## src/rtl/carry_resolve.sv

```systemverilog
// carry_resolve: iterative carry resolution of a propagate/generate pair.
// Takes p = a^b and g = a&b, then folds the pending carry vector into the
// partial sum one bit position per cycle until no carry is left.
// Optional feature: define CARRY_RESOLVE_OVF_EN to add the signed-overflow
// output 'ovf'.
module carry_resolve #(
   parameter int N = 16
) (
   input  logic                   clk,
   input  logic                   rst,
   input  logic                   in_valid,
   output logic                   in_ready,
   input  logic [N-1:0]           p_in,
   input  logic [N-1:0]           g_in,
   output logic                   out_valid,
   input  logic                   out_ready,
   output logic [N-1:0]           sum_out,
   output logic                   cout,
   output logic [$clog2(N+1)-1:0] iter_cnt
`ifdef CARRY_RESOLVE_OVF_EN
   ,
   output logic                   ovf
`endif
);

   localparam int CW = $clog2(N+1);

   typedef enum logic [1:0] {IDLE, BUSY, DONE} state_t;

   state_t         state, state_nx;
   logic [N-1:0]   s;        // partial sum
   logic [N-1:0]   c;        // carries still to be folded in
   logic [N-1:0]   t;        // carries produced by this fold
   logic           cout_r;
   logic [CW-1:0]  cnt;
   logic           accept;

   assign accept = (state == IDLE) && in_valid;
   assign t      = s & c;

   // State register; reset aborts whatever is in flight.
   always_ff @(posedge clk) begin
      if (rst) state <= IDLE;
      else     state <= state_nx;
   end

   // Next-state: accept in IDLE, finish once no carry remains, release on out_ready.
   always_comb begin
      state_nx = state;
      case (state)
         IDLE:    if (in_valid)  state_nx = BUSY;
         BUSY:    if (c == '0)   state_nx = DONE;
         DONE:    if (out_ready) state_nx = IDLE;
         default:                state_nx = IDLE;
      endcase
   end

   // Datapath: load on accept, one carry fold per BUSY cycle, hold otherwise.
   always_ff @(posedge clk) begin
      if (rst) begin
         s      <= '0;
         c      <= '0;
         cout_r <= 1'b0;
         cnt    <= '0;
      end else if (accept) begin
         s      <= p_in;
         c      <= {g_in[N-2:0], 1'b0};
         cout_r <= g_in[N-1];
         cnt    <= '0;
      end else if (state == BUSY && c != '0) begin
         s      <= s ^ c;
         c      <= {t[N-2:0], 1'b0};
         cout_r <= cout_r | t[N-1];
         cnt    <= cnt + CW'(1);
      end
   end

`ifdef CARRY_RESOLVE_OVF_EN
   logic p_msb, g_msb, ovf_r;

   // Overflow: operands share a sign (p msb = 0, sign = g msb) and the final
   // sum's sign differs; latched when the last fold completes.
   always_ff @(posedge clk) begin
      if (rst) begin
         p_msb <= 1'b0;
         g_msb <= 1'b0;
         ovf_r <= 1'b0;
      end else if (accept) begin
         p_msb <= p_in[N-1];
         g_msb <= g_in[N-1];
         ovf_r <= 1'b0;
      end else if (state == BUSY && c == '0) begin
         ovf_r <= ~p_msb & (s[N-1] ^ g_msb);
      end
   end

   assign ovf = ovf_r;
`endif

   assign in_ready  = (state == IDLE);
   assign out_valid = (state == DONE);
   assign sum_out   = s;
   assign cout      = cout_r;
   assign iter_cnt  = cnt;

endmodule

```

## config.mk

```make
export PLATFORM = sky130hd
export DESIGN_NAME = carry_resolve
export DESIGN_NICKNAME = d
export VERILOG_FILES = /design/src/rtl/carry_resolve.sv
export SDC_FILE = /design/constraint.sdc
export NUM_CORES = 1
export LEC_CHECK = 0
export CAP_MARGIN = 25
export CORE_MARGIN = 2
export CORE_UTILIZATION = 47
export DETAILED_ROUTE_END_ITERATION = 7
export GPL_ROUTABILITY_DRIVEN = 0
export GPL_TIMING_DRIVEN = 0
export PLACE_DENSITY_LB_ADDON = 0.1
export SLEW_MARGIN = 20
export SYNTH_ARGS = -nofsm -noshare
export SYNTH_HDL_FRONTEND = slang
export SYNTH_SLANG_ARGS = --single-unit
```

## constraint.sdc

```tcl
create_clock -name clk -period 2.68 [get_ports clk]
set_input_delay 0.536 -clock clk [delete_from_list [all_inputs] [get_ports clk]]
set_output_delay 0.536 -clock clk [all_outputs]
set_load 0.1 [all_outputs]
```

# Word-level counts from Yosys, hierarchy flattened
# Cells that the tools add are included.
# word_totals
register_bits	39
input_bits	36
output_inout_bits	24
wordCells	32
# classes
addsub	1
eq_ne	5
muxes	10
bitwise_logic	3
n_reduce_logical	8
# ops
operator	count
16-bit 2-to-1 mux	4
16-bit AND	1
16-bit logical NOT	1
16-bit nonzero test	1
16-bit XOR	1
2-bit 2-to-1 mux	3
2-bit case mux with 3 select lines	1
5-bit by 1-bit adder with 5-bit output, second input constant	1
2-bit != test, second input constant	2
3-bit AND reduction	1
2-bit by 1-bit equality test with 1-bit output, second input constant	1
2-bit equality test, second input constant	1
1-bit logical AND	2
2-bit logical NOT	1
1-bit 2-to-1 mux	2
2-bit by 1-bit != test with 1-bit output, second input constant	1
2-bit nonzero test	1
2-bit OR reduction	1
1-bit OR	1

# Longest topological paths before layout
# Gate-level depths: netlist (run 1).
# depth
depth_word	4
mapped_depth	6
ltp_nobuf	4

# Worst setup path before layout (run 1)
# No wires, ideal clock.
# synth_timing
path_type	register -> register
start	register state[0]
end	register c[2]
setup_ns	0.081
arrival_time_ns	2.642
t_required_ns	2.599
slack_ns	-0.043
stages_incl_launch_ff	7
path_buffers	2
period_less_slack_ns	2.723
path_cell_list	dfxtp_1 -> nor2_1 -> and2_1 -> clkbuf_1 -> clkbuf_1 -> a21oi_1 -> a211oi_2
# synth_between
elab_chain_len	3
word_cells_on_any_way	6
classes_between	eq/ne (1); mux (1); reduce/logical (4)
# synth_lines
element	line	source
start, declared	30	state_t state, state_nx;
start signal, assigned	44	else state <= state_nx;
2-bit logical NOT (*)	--	
named net in_ready	12	output logic in_ready,
1-bit logical AND (*)	38	assign accept = (state == IDLE) && in_valid;
16-bit 2-to-1 mux / 2-bit nonzero test (equally long branches)	--	
end signal, assigned	67	c <= {g_in[N-2:0], 1'b0};
end signal, assigned	72	c <= {t[N-2:0], 1'b0};
end, declared	32	logic [N-1:0] c;
# The timed path passes the listed nets; every way through them passes the cells marked *.
# A chain may end at the register's enable or synchronous reset.

# Final worst setup path (run 1)
# layout_timing
start	register state[1]
end	output port out_valid
# layout_between
elab_chain_len	1
# layout_lines
element	line	source
2-bit equality test	101	assign out_valid = (state == DONE);
end, declared	15	output logic out_valid,
# No other way between the ends.

==> results of run 1 <==
-- worst min-delay path: stages, from the launching register on --
cell and delay (ps):
dfxtp_1 320, nand2_1 50, a21oi_1 50
-- cells in the mapped netlist --
library cell	number	area share, %
a211oi_2	27	16
a21oi_1	33	8.0
a221oi_1	2	0.85
a221oi_2	1	0.73
a22oi_1	1	0.37
and2_1	1	0.30
buf_2	3	0.73
buf_6	3	1.6
clkbuf_1	11	2.0
dfxtp_1	39	38
ha_1	16	9.7
inv_1	2	0.37
nand2_1	32	5.8
nand2b_1	2	0.61
nand3_1	3	0.73
nor2_1	33	6.0
nor2b_1	2	0.61
nor3_1	4	0.97
nor4_1	1	0.30
o21ai_0	3	0.73
o41a_1	1	0.55
o41ai_4	1	1.3
or3_1	4	1.2
or4_1	1	0.37
or4_4	2	1.1
xnor2_1	1	0.43
-- area by class of cell --
cell class                 instances  area [µm²]  share of cell area [%]
clock buffer                       8       100.1                   3.570
multi-input combinational        171        1180                   42.08
tap                               52       65.06                   2.320
sequential                        39       780.7                   27.84
buffer                            17       90.09                   3.213
timing repair buffer              58       580.6                   20.71
inverter                           2       7.507                  0.2677
-- stage by stage --
| step | hold slack, ps | instances | utilization [%] | total power [mW] |
|---|---|---|---|---|
| final | 465.1 | 347 | 65.30 | 1.777 |
| after detailed placement | 456.5 | 339 | 62.97 | 1.349 |
| after floorplan | 460.9 | 229 | - | 1.167 |
| after global routing | 492.2 | 347 | 65.30 | 1.850 |
| after global placement | 449.4 | 339 | 62.97 | 1.343 |
| after CTS | 469.9 | 347 | 65.30 | 1.782 |
-- state kept, by name (all words and copies together) (netlist names) --
name	cells
state	2
iter_cnt	5
c	15
sum_out	16
cout	1
-- power by group through the flow --
stage	sequential [mW]	combinational, mW	clock (mW)
4_1_cts	0.680	0.658	0.444
3_5_place_dp	0.692	0.657	0
5_1_grt	0.686	0.695	0.470
3_3_place_gp	0.692	0.650	0
2_1_floorplan	0.898	0.270	0
6_report	0.680	0.655	0.442
-- cell families (layout without fill, tap and decap cells) --
kind of cell / count (synthesis) / in the layout
buffers and inverters: 19 / 85
and+or+nand+nor: 85 / 85
DFF: 39 / 39
xor gates and xnor gates: 1 / 1
AOI/OAI and AO/OA: 69 / 69
adders and majority gates: 16 / 16
-- per-layer routing --
layer	vias up	routed length (µm)	track usage, %
li1	950	-	-
met1	845	2472	28.42
met2	53	2345	33.86
met3	6	245	4.329
met4	0	48	5.128
met5	-	0	0
-- worst max-delay path by stage --
| stage | start | end |
|---|---|---|
| 4_1_cts | state[1] | out_valid |
| 6_report | state[1] | out_valid |
| 3_3_place_gp | state[1] | out_valid |
| 3_5_place_dp | state[1] | out_valid |
| 5_1_grt | state[1] | out_valid |
| 2_1_floorplan | state[1] | out_valid |
==> qor.tcl, run 1 <==
set qor(status) {finished, final reports clean}
set qor(power.static_leakage_nw) 1.071
set qor(area_growth_syn_to_layout_pct) 36.40
set qor(category_of_the_worst_setup_path_capture_point) {primary output}
set qor(mappedNetlistNets) 281
set qor(first_global_vias) 1662
set qor(worst_reg2reg_path_endpoint) {c[5]}
set qor(synth_simple_gate_area_share_pct) 18.08
set qor(pwr_density_cell_nw_per_um2) 633.7
set qor(wl_per_cell_um) 14.73
set qor(setup_viol) 0
set qor(path_cells) {nor2b_1 -> clkdlybuf4s50_1}
set qor(cts.repair.resized) 0
set qor(ctsHtreeMaxLevel) 2
set qor(count_of_clock_tree_sinks) 39
set qor(slew_headroom_pct) 34.86
set qor(cap_violations) 0
set qor(hold-path-cell-count) 2
set qor(die_w_um) 70.14
set qor(floorplan.rows) 24
set qor(terminating_pin_of_the_worst_hold_path) {sum_out[0]}
set qor(grt_usage_pct) 20.86
set qor(pin_count_of_the_biggest_net_entering_global_routing) 12
set qor(quantity_of_i_o_buffers_inserted_on_ports) 58
set qor(hpwlAfterDp_mm) 3.755
set qor(worst_setup_path_start_kind) {flip-flop}
set qor(firstDrtPassIters) 4
set qor(ioPinCount) 60
set qor(least_setup_slack_across_all_paths_after_layout_ps) 89.42
set qor(setup-tns-final_ps) 0
set qor(grt_overflow) 0
set qor(hp-class) {reg2reg}
set qor(final_area_um2) 2804
set qor(critical_path.slowest_cell) {clkdlybuf4s50_1}
set qor(power_frac_clock_pct) 24.9
set qor(first_pass_grt_wire_length_mm) 8.045
set qor(synth-seq-area-share_pct) 37.98
set qor(yosys-mux-area-fraction_pct) 0
set qor(floorplan.initialDensity_pct) 47.87
set qor(synth.yosys.warnings) 0
set qor(worst_path_dominant_cell_family) {buffers and inverters}
set qor(syn-mean-instance-area_um2) 8.977
set qor(sequentialPowerShare_pct) 38.2
set qor(synth_cells) 229
set qor(layout_common_cells) {clkdlybuf4s50_1, dfxtp_1, a21oi_1}
set qor(tritoncts) {done}
set qor(fp.dieArea_um2) 4919
set qor(detail_route.vias_per_cell) 5.343
set qor(ys_ff_latch) 39
set qor(initialDrtViolationCount) 75
set qor(post-route-min-period_ps) 2591
set qor(clkSlewWorstSetupHoldPaths_ps) 80
set qor(synth_top_family_by_area) {compound AO/OA/AOI/OAI gates}
set qor(tightest_slew_ps) 974.0
set qor(antenna_found_initial) 0
set qor(place_ws_ps) 423.5
set qor(cts_post_setup_buffers_inserted) 0
set qor(achievable-frequency_mhz) 386.0
set qor(clock_tree.buffer_depth) 2
set qor(final_hold_viol_count) 0
set qor(routed_wl_mm) 5.112
set qor(n_antenna_cell) 0
set qor(reg2reg_slack_ps) 550
set qor(holdCritStartpoint) {sum_out[0]}
set qor(cp_data_arrival_time_ps) 2050
set qor(cts_buffers) 5
set qor(vdd_drop_max_v) 0.0003338
set qor(p_int_mw) 1.084
set qor(synth_compound_gate_area_share_pct) 29.03
set qor(critPathBufInv) 1
set qor(cts_hold_buf) 0
set qor(kind_of_critical_path) {reg2out}
set qor(finalClockSkew_ps) 8.849
set qor(slew_viols_final) 0
set qor(r2r.worst_path.cells) 5
set qor(die_y_um) 70.14
set qor(worst-path-max-fanout) 4
set qor(yosysUniqueCellTypes) 26
set qor(p_sw_mw) 0.6926
set qor(final.period_utilization_pct) 96.66
set qor(synth_xor_area_share_pct) 0.4260
set qor(layout.cells.most_common) {clkdlybuf4s50_1}
set qor(drc_errors) 0
set qor(rsz0062_at_grt) {false}
set qor(layout-drive-gt1-share_pct) 15.25
set qor(yosys.area_share.adder_pct) 9.738
set qor(worstSetupPathDepth) 2
set qor(critical_path.max_stage_delay_ps) 1170
set qor(r2r-start) {c[8]}
set qor(combinational_power_share_pct) 36.8
set qor(clock-root-buffer) {clkbuf_8}
set qor(switching_share_pct) 38.98
set qor(dpl_cell_area_um2) 2704
set qor(route.vias.total) 1854
set qor(crit_required_ps) 2140
set qor(syn-cell-area_um2) 2056
set qor(worst_skew_pair.late_latency_ps) 300
set qor(ant_nets) 0
set qor(placeableCoreArea_um2) 4294
set qor(finalNetCount) 346
set qor(final.fill_count) 385
(Power assumes the default switching activity.)
==> run 2, diff against run 1 <==
--- a/config.mk
+++ b/config.mk
@@ -5,9 +5,11 @@
 export SDC_FILE = /design/constraint.sdc
 export NUM_CORES = 1
 export LEC_CHECK = 0
+export ABC_AREA = 1
 export CAP_MARGIN = 25
+export CORE_ASPECT_RATIO = 0.5
 export CORE_MARGIN = 2
-export CORE_UTILIZATION = 47
+export CORE_UTILIZATION = 49
 export DETAILED_ROUTE_END_ITERATION = 7
 export GPL_ROUTABILITY_DRIVEN = 0
 export GPL_TIMING_DRIVEN = 0
==> qor.tcl, run 2 <==
set qor(status) {finished, final reports clean}
set qor(layout-drive-gt1-share_pct) 7.551 ;# -7.7 points
set qor(first_global_vias) 2217 ;# +33%
set qor(worst_setup_path_start_kind) {flip-flop}
set qor(hpwlAfterDp_mm) 4.639 ;# +24%
set qor(reg2reg_slack_ps) 1120 ;# +570 ps
set qor(finalNetCount) 488 ;# +41%
set qor(mappedNetlistNets) 422 ;# +50%
set qor(worst-path-max-fanout) 3 ;# -1
set qor(dpl_cell_area_um2) 3028 ;# +12%
set qor(hp-class) {reg2reg}
set qor(cts_buffers) 5 ;# unchanged
set qor(power_frac_clock_pct) 16.8 ;# -8.1 points
set qor(worst_skew_pair.late_latency_ps) 300 ;# about the same
set qor(floorplan.rows) 17 ;# -29%
set qor(final.fill_count) 415 ;# +7.8%
set qor(placeableCoreArea_um2) 4509 ;# +5.0%
set qor(cap_violations) 0 ;# unchanged
set qor(layout.cells.most_common) {nand2_1}
set qor(sequentialPowerShare_pct) 31.6 ;# -6.6 points
set qor(syn-cell-area_um2) 2355 ;# +15%
set qor(synthTopCellsByCount) {nand2_1, nor2_1, dfxtp_1}
set qor(cts.repair.resized) 0 ;# unchanged
set qor(ys_ff_latch) 39 ;# unchanged
set qor(routed_wl_mm) 6.449 ;# +26%
set qor(drc_errors) 0 ;# unchanged
set qor(tritoncts) {done}
set qor(synth_largest_area_cell) {dfxtp_1}
set qor(crit_required_ps) 2140 ;# about the same
set qor(power.static_leakage_nw) 1.539 ;# +44%
set qor(place_ws_ps) 447.0 ;# +23.51 ps
set qor(path_cells) {inv_1 -> nor2_1 -> clkdlybuf4s50_1}
set qor(p_int_mw) 1.241 ;# +14%
set qor(largest_register_ff_count) 16 ;# unchanged
set qor(final_hold_viol_count) 0 ;# unchanged
set qor(ys_top_cells_by_area) {dfxtp_1, nand2_1, ha_1}
set qor(r2r-start) {c[1]}
set qor(cts_hold_buf) 0 ;# unchanged
set qor(pin_count_of_the_biggest_net_entering_global_routing) 13 ;# +1
set qor(grt_usage_pct) 25.14 ;# +4.3 points
set qor(synth_cells) 370 ;# +62%
set qor(firstDrtPassIters) 5 ;# +1
set qor(final_util_pct) 69.01 ;# +3.7 points
set qor(synth-seq-area-share_pct) 33.16 ;# -4.8 points
set qor(main_synth_ff_type) {dfxtp_1}
set qor(final.period_utilization_pct) 95.39 ;# -1.3 points
set qor(vdd_drop_max_v) 0.0004130 ;# +24%
set qor(final_area_um2) 3112 ;# +11%
set qor(p_sw_mw) 1.152 ;# +66%
set qor(die_w_um) 102.0 ;# +45%
set qor(synth.yosys.warnings) 0 ;# unchanged
set qor(fp.dieArea_um2) 5410 ;# +10%
set qor(critical_path.slowest_cell) {clkdlybuf4s50_1}
set qor(die_y_um) 53.02 ;# -24%
set qor(n_antenna_cell) 0 ;# unchanged
set qor(achievable-frequency_mhz) 391.2 ;# +1.3%
set qor(route.vias.total) 2563 ;# +38%
set qor(antenna_found_initial) 0 ;# unchanged
set qor(syn-mean-instance-area_um2) 6.364 ;# -29%
set qor(area_growth_syn_to_layout_pct) 32.15
set qor(synth_largest_type_area_fraction_pct) 33.16 ;# -4.8 points
set qor(least_setup_slack_across_all_paths_after_layout_ps) 123.7 ;# +34.25 ps
set qor(layout_common_cells) {nand2_1, clkdlybuf4s50_1, nor2_1}
set qor(switching_share_pct) 48.13 ;# +9.2 points
set qor(kind_of_critical_path) {reg2out}
set qor(final-instance-count-excl-fill) 503 ;# +45%
set qor(r2r.worst_path.cells) 10 ;# +5
set qor(first_pass_grt_wire_length_mm) 10.39 ;# +29%
set qor(synth_most_common_cell) {nand2_1}
set qor(finalClockSkew_ps) 4.442 ;# -4.407 ps
set qor(dp.cells) 495 ;# +46%
set qor(cts_post_setup_buffers_inserted) 0 ;# unchanged
set qor(count_of_clock_tree_sinks) 39 ;# unchanged
set qor(clock_tree.buffer_depth) 2 ;# unchanged
set qor(post-route-min-period_ps) 2556 ;# -34.25 ps
set qor(terminating_pin_of_the_worst_hold_path) {sum_out[0]}
set qor(ioPinCount) 60 ;# unchanged
set qor(detail_route.vias_per_cell) 5.095 ;# -4.6%
set qor(wl_per_cell_um) 12.82 ;# -13%
set qor(slew_headroom_pct) 34.00 ;# -0.86 points
set qor(quantity_of_i_o_buffers_inserted_on_ports) 59 ;# +1.7%
set qor(setup-tns-final_ps) 0 ;# unchanged
set qor(slew_viols_final) 0 ;# unchanged
set qor(combinational_power_share_pct) 51.7 ;# +15 points
set qor(worst_reg2reg_path_endpoint) {sum_out[2]}
set qor(yosysUniqueCellTypes) 18 ;# -31%
set qor(category_of_the_worst_setup_path_capture_point) {primary output}
set qor(synth_edf_count) 0 ;# unchanged
set qor(hold-path-cell-count) 2 ;# unchanged
set qor(setup_viol) 0 ;# unchanged
set qor(ctsHtreeMaxLevel) 2 ;# unchanged
set qor(holdCritStartpoint) {sum_out[0]}
set qor(critical_path.max_stage_delay_ps) 1150 ;# -20 ps
set qor(ant_nets) 0 ;# unchanged
set qor(clkSlewWorstSetupHoldPaths_ps) 80 ;# about the same
set qor(clock-root-buffer) {clkbuf_8}
set qor(pwr_density_cell_nw_per_um2) 768.8 ;# +21%
set qor(ys_async_sr_fraction_pct) 0 ;# unchanged
set qor(tightest_slew_ps) 987.0 ;# +12.91 ps
set qor(floorplan.initialDensity_pct) 52.22 ;# +4.3 points
set qor(cp_data_arrival_time_ps) 2020 ;# -30 ps
set qor(grt_overflow) 0 ;# unchanged
set qor(rsz0062_at_grt) {false}
set qor(initialDrtViolationCount) 136 ;# +81%
[run 2: final cells by class]
class / count / area [µm²] / share of cell area (%)
tap: 66 / 82.58 / 2.654
sequential: 39 / 780.7 / 25.09
buffer: 23 / 142.6 / 4.584
multi-input combinational: 273 / 1300 / 41.78
clock inverter: 3 / 15.01 / 0.4825
inverter: 35 / 131.4 / 4.222
clock buffer: 5 / 68.82 / 2.212
timing repair buffer: 59 / 590.6 / 18.98
[run 2: metal layers]
layer	global-route usage, %	vias up	share of wire, %
met1	34.96	1177	47
li1	-	1284	-
met3	5.020	7	7.2
met4	4.667	0	0.74
met2	41.01	95	45
met5	0	-	0
[run 2: how the worst max path moves through the flow]
stage | startpoint | endpoint | slack [ps] | cells after the start
floorplan | state[1] | sum_out[13] | 160 | 8
global placement | state[1] | out_valid | 480 | 3
detailed placement | state[1] | out_valid | 450 | 3
CTS | state[1] | out_valid | 110 | 3
global route | state[1] | out_valid | 40 | 3
finish | state[1] | out_valid | 120 | 3
[run 2: cells by family after synthesis]
kind of cell / count (synthesis) / share of synthesized area [%]
AOI/OAI and AO/OA: 40 / 8.502
adders and majority gates: 16 / 8.502
and+or+nand+nor: 214 / 37.09
xor gates and xnor gates: 3 / 1.116
buffers and inverters: 58 / 11.64
DFF: 39 / 33.16
[run 2: metrics by stage]
stage          power [mW]  hold slack (ps)
2_1_floorplan       1.689            462.2
3_3_place_gp        1.967            469.2
3_5_place_dp        1.990            487.4
4_1_cts             2.389            501.5
5_1_grt             2.544            521.1
6_report            2.392            496.3
[run 2: power by group through the flow]
stage / Combinational [mW] / Sequential, mW / Clock, mW
final: 1.24 / 0.755 / 0.402
after global routing: 1.34 / 0.767 / 0.432
after CTS: 1.23 / 0.754 / 0.404
after detailed placement: 1.22 / 0.767 / 0
after global placement: 1.20 / 0.763 / 0
after floorplan: 0.557 / 1.13 / 0
[run 2: worst max-delay path, delay by kind of cell, from the launching register on]
| family | cells | cell delay (ps) |
|---|---|---|
| flops | 1 | 400 |
| simple gates | 1 | 120 |
| buf+inv | 2 | 1210 |
==> run 3, diff against run 2 <==
--- a/config.mk
+++ b/config.mk
@@ -7,12 +7,12 @@
 export LEC_CHECK = 0
 export ABC_AREA = 1
 export CAP_MARGIN = 25
-export CORE_ASPECT_RATIO = 0.5
+export CORE_ASPECT_RATIO = 0.75
 export CORE_MARGIN = 2
 export CORE_UTILIZATION = 49
 export DETAILED_ROUTE_END_ITERATION = 7
 export GPL_ROUTABILITY_DRIVEN = 0
-export GPL_TIMING_DRIVEN = 0
+export GPL_TIMING_DRIVEN = 1
 export PLACE_DENSITY_LB_ADDON = 0.1
 export SLEW_MARGIN = 20
 export SYNTH_ARGS = -nofsm -noshare
==> qor.tcl, run 3 (synthesized netlist as in run 2, its figures left out) <==
set qor(cap_violations) 0 ;# unchanged
set qor(final-instance-count-excl-fill) 477 ;# -5.2%
set qor(status) {finished, final reports clean}
set qor(quantity_of_i_o_buffers_inserted_on_ports) 59 ;# unchanged
set qor(rsz0062_at_grt) {false}
set qor(dpl_cell_area_um2) 2887 ;# -4.7%
set qor(achievable-frequency_mhz) 558.6 ;# +43%
set qor(cts.repair.resized) 0 ;# unchanged
set qor(clkSlewWorstSetupHoldPaths_ps) 70 ;# about the same
set qor(setup-tns-final_ps) 0 ;# unchanged
set qor(post-route-min-period_ps) 1790 ;# -766.0 ps
set qor(ant_nets) 0 ;# unchanged
set qor(die_w_um) 84.05 ;# -18%
set qor(first_pass_grt_wire_length_mm) 9.204 ;# -11%
set qor(multi_input_logic_area_um2) 1303 ;# +0.19%
set qor(clock_tree.buffer_depth) 2 ;# unchanged
set qor(detail_route.vias_per_cell) 4.841 ;# -5.0%
set qor(area_growth_syn_to_layout_pct) 27.58
set qor(vdd_drop_max_v) 0.0003797 ;# -8.0%
set qor(setup_viol) 0 ;# unchanged
set qor(route.vias.total) 2309 ;# -9.9%
set qor(final.fill_count) 450 ;# +8.4%
set qor(tritoncts) {done}
set qor(crit_required_ps) 2860 ;# +720 ps
set qor(drc_errors) 0 ;# unchanged
set qor(category_of_the_worst_setup_path_capture_point) {flip-flop}
set qor(pwr_density_cell_nw_per_um2) 804.5 ;# +4.6%
set qor(initialDrtViolationCount) 81 ;# -40%
set qor(dp.cells) 469 ;# -5.3%
set qor(largest_register_ff_count) 16 ;# unchanged
set qor(hpwlAfterDp_mm) 3.688 ;# -20%
set qor(final_hold_viol_count) 0 ;# unchanged
set qor(final_area_um2) 3004 ;# -3.5%
set qor(wl_per_cell_um) 11.00 ;# -14%
set qor(worst_skew_pair.late_latency_ps) 290 ;# about the same
set qor(finalNetCount) 471 ;# -3.5%
set qor(slew_headroom_pct) 68.76 ;# +35 points
set qor(worst_setup_path_start_kind) {flip-flop}
set qor(layout-drive-gt1-share_pct) 10.48 ;# +2.9 points
set qor(worst-path-max-fanout) 45 ;# +42
set qor(fp.dieArea_um2) 5382 ;# -0.52%
set qor(cts_post_setup_buffers_inserted) 0 ;# unchanged
set qor(final.hold.worst_slack_ps) 493.1 ;# -3.168 ps
set qor(routed_wl_mm) 5.249 ;# -19%
set qor(layout.area.seq_um2) 780.7 ;# unchanged
set qor(least_setup_slack_across_all_paths_after_layout_ps) 889.7 ;# +766.0 ps
set qor(cts_buffers) 5 ;# unchanged
set qor(tightest_slew_ps) 467.0 ;# -520.0 ps
set qor(firstDrtPassIters) 4 ;# -1
set qor(place_ws_ps) 790.0 ;# +343.0 ps
set qor(clock-root-buffer) {clkbuf_8}
set qor(final.period_utilization_pct) 66.80 ;# -29 points
set qor(antenna_found_initial) 0 ;# unchanged
set qor(grt_usage_pct) 20.98 ;# -4.2 points
set qor(floorplan.initialDensity_pct) 51.80 ;# -0.42 points
set qor(kind_of_critical_path) {reg2reg}
set qor(count_of_clock_tree_sinks) 39 ;# unchanged
set qor(slew_viols_final) 0 ;# unchanged
set qor(power.static_leakage_nw) 1.545 ;# +0.39%
set qor(cp_data_arrival_time_ps) 1970 ;# -50 ps
set qor(ioPinCount) 60 ;# unchanged
set qor(layout.cells.most_common) {nand2_1}
set qor(die_y_um) 64.04 ;# +21%
set qor(n_antenna_cell) 0 ;# unchanged
set qor(floorplan.rows) 21 ;# +4
set qor(finalClockSkew_ps) 5.392 ;# +0.9497 ps
set qor(first_global_vias) 2104 ;# -5.1%
set qor(cts_hold_buf) 0 ;# unchanged
set qor(ctsHtreeMaxLevel) 2 ;# unchanged
set qor(pin_count_of_the_biggest_net_entering_global_routing) 55 ;# +42
set qor(placeableCoreArea_um2) 4546 ;# +0.80%
set qor(grt_overflow) 0 ;# unchanged
set qor(hp-class) {reg2reg}
set qor(layout_common_cells) {nand2_1, nor2_1, dfxtp_1}
## run 3: path summary, 6_finish.rpt
| check | cells after the start | start | slack, ps | end |
|---|---|---|---|---|
| hold reg to reg | 2 | sum_out[0] | 490 | sum_out[0] |
| hold / removal | 2 | sum_out[0] | 490 | sum_out[0] |
| setup / recovery | 9 | c[7] | 890 | c[6] |
| setup reg to reg | 9 | c[7] | 890 | c[6] |
## run 3: report_power, final
part | switching (mW) | total [mW] | internal [mW]
Clock | 0.203 | 0.505 | 0.301
Sequential | 0.0818 | 0.758 | 0.676
Combinational | 0.808 | 1.15 | 0.346
## run 3: critical path, cell delays in order, from the launching register on
cell and delay (ps):
dfxtp_1 330, nor2_1 130, nand2_1 100, nor2_2 120, nand2_2 120, nand2_2 390
buf_12 270, nand3_1 100, nand2_1 70, nor2_1 40
## run 3: routing by layer
layer | vias to the layer above | wire length, µm | global-route usage, %
met5 | - | 0 | 0
met2 | 41 | 2466 | 35.91
met4 | 0 | 42 | 4.234
li1 | 1252 | - | -
met3 | 5 | 204 | 5.556
met1 | 1011 | 2536 | 26.77
## run 3: cell type report
class,instances,area share [%]
flip-flops and latches,39,25.99
multi-input cells,273,43.36
repair buffers,65,19.99
well taps,57,2.374
clock inverters,2,1.166
inverters,35,4.373
clock buffers,6,2.749
## run 3: per-stage QoR
stage               power [mW]  util [%]
floorplan                1.689         -
global placement         1.906     63.50
detailed placement       1.932     63.50
CTS                      2.440     66.09
global route             2.601     66.09
finish                   2.417     66.09
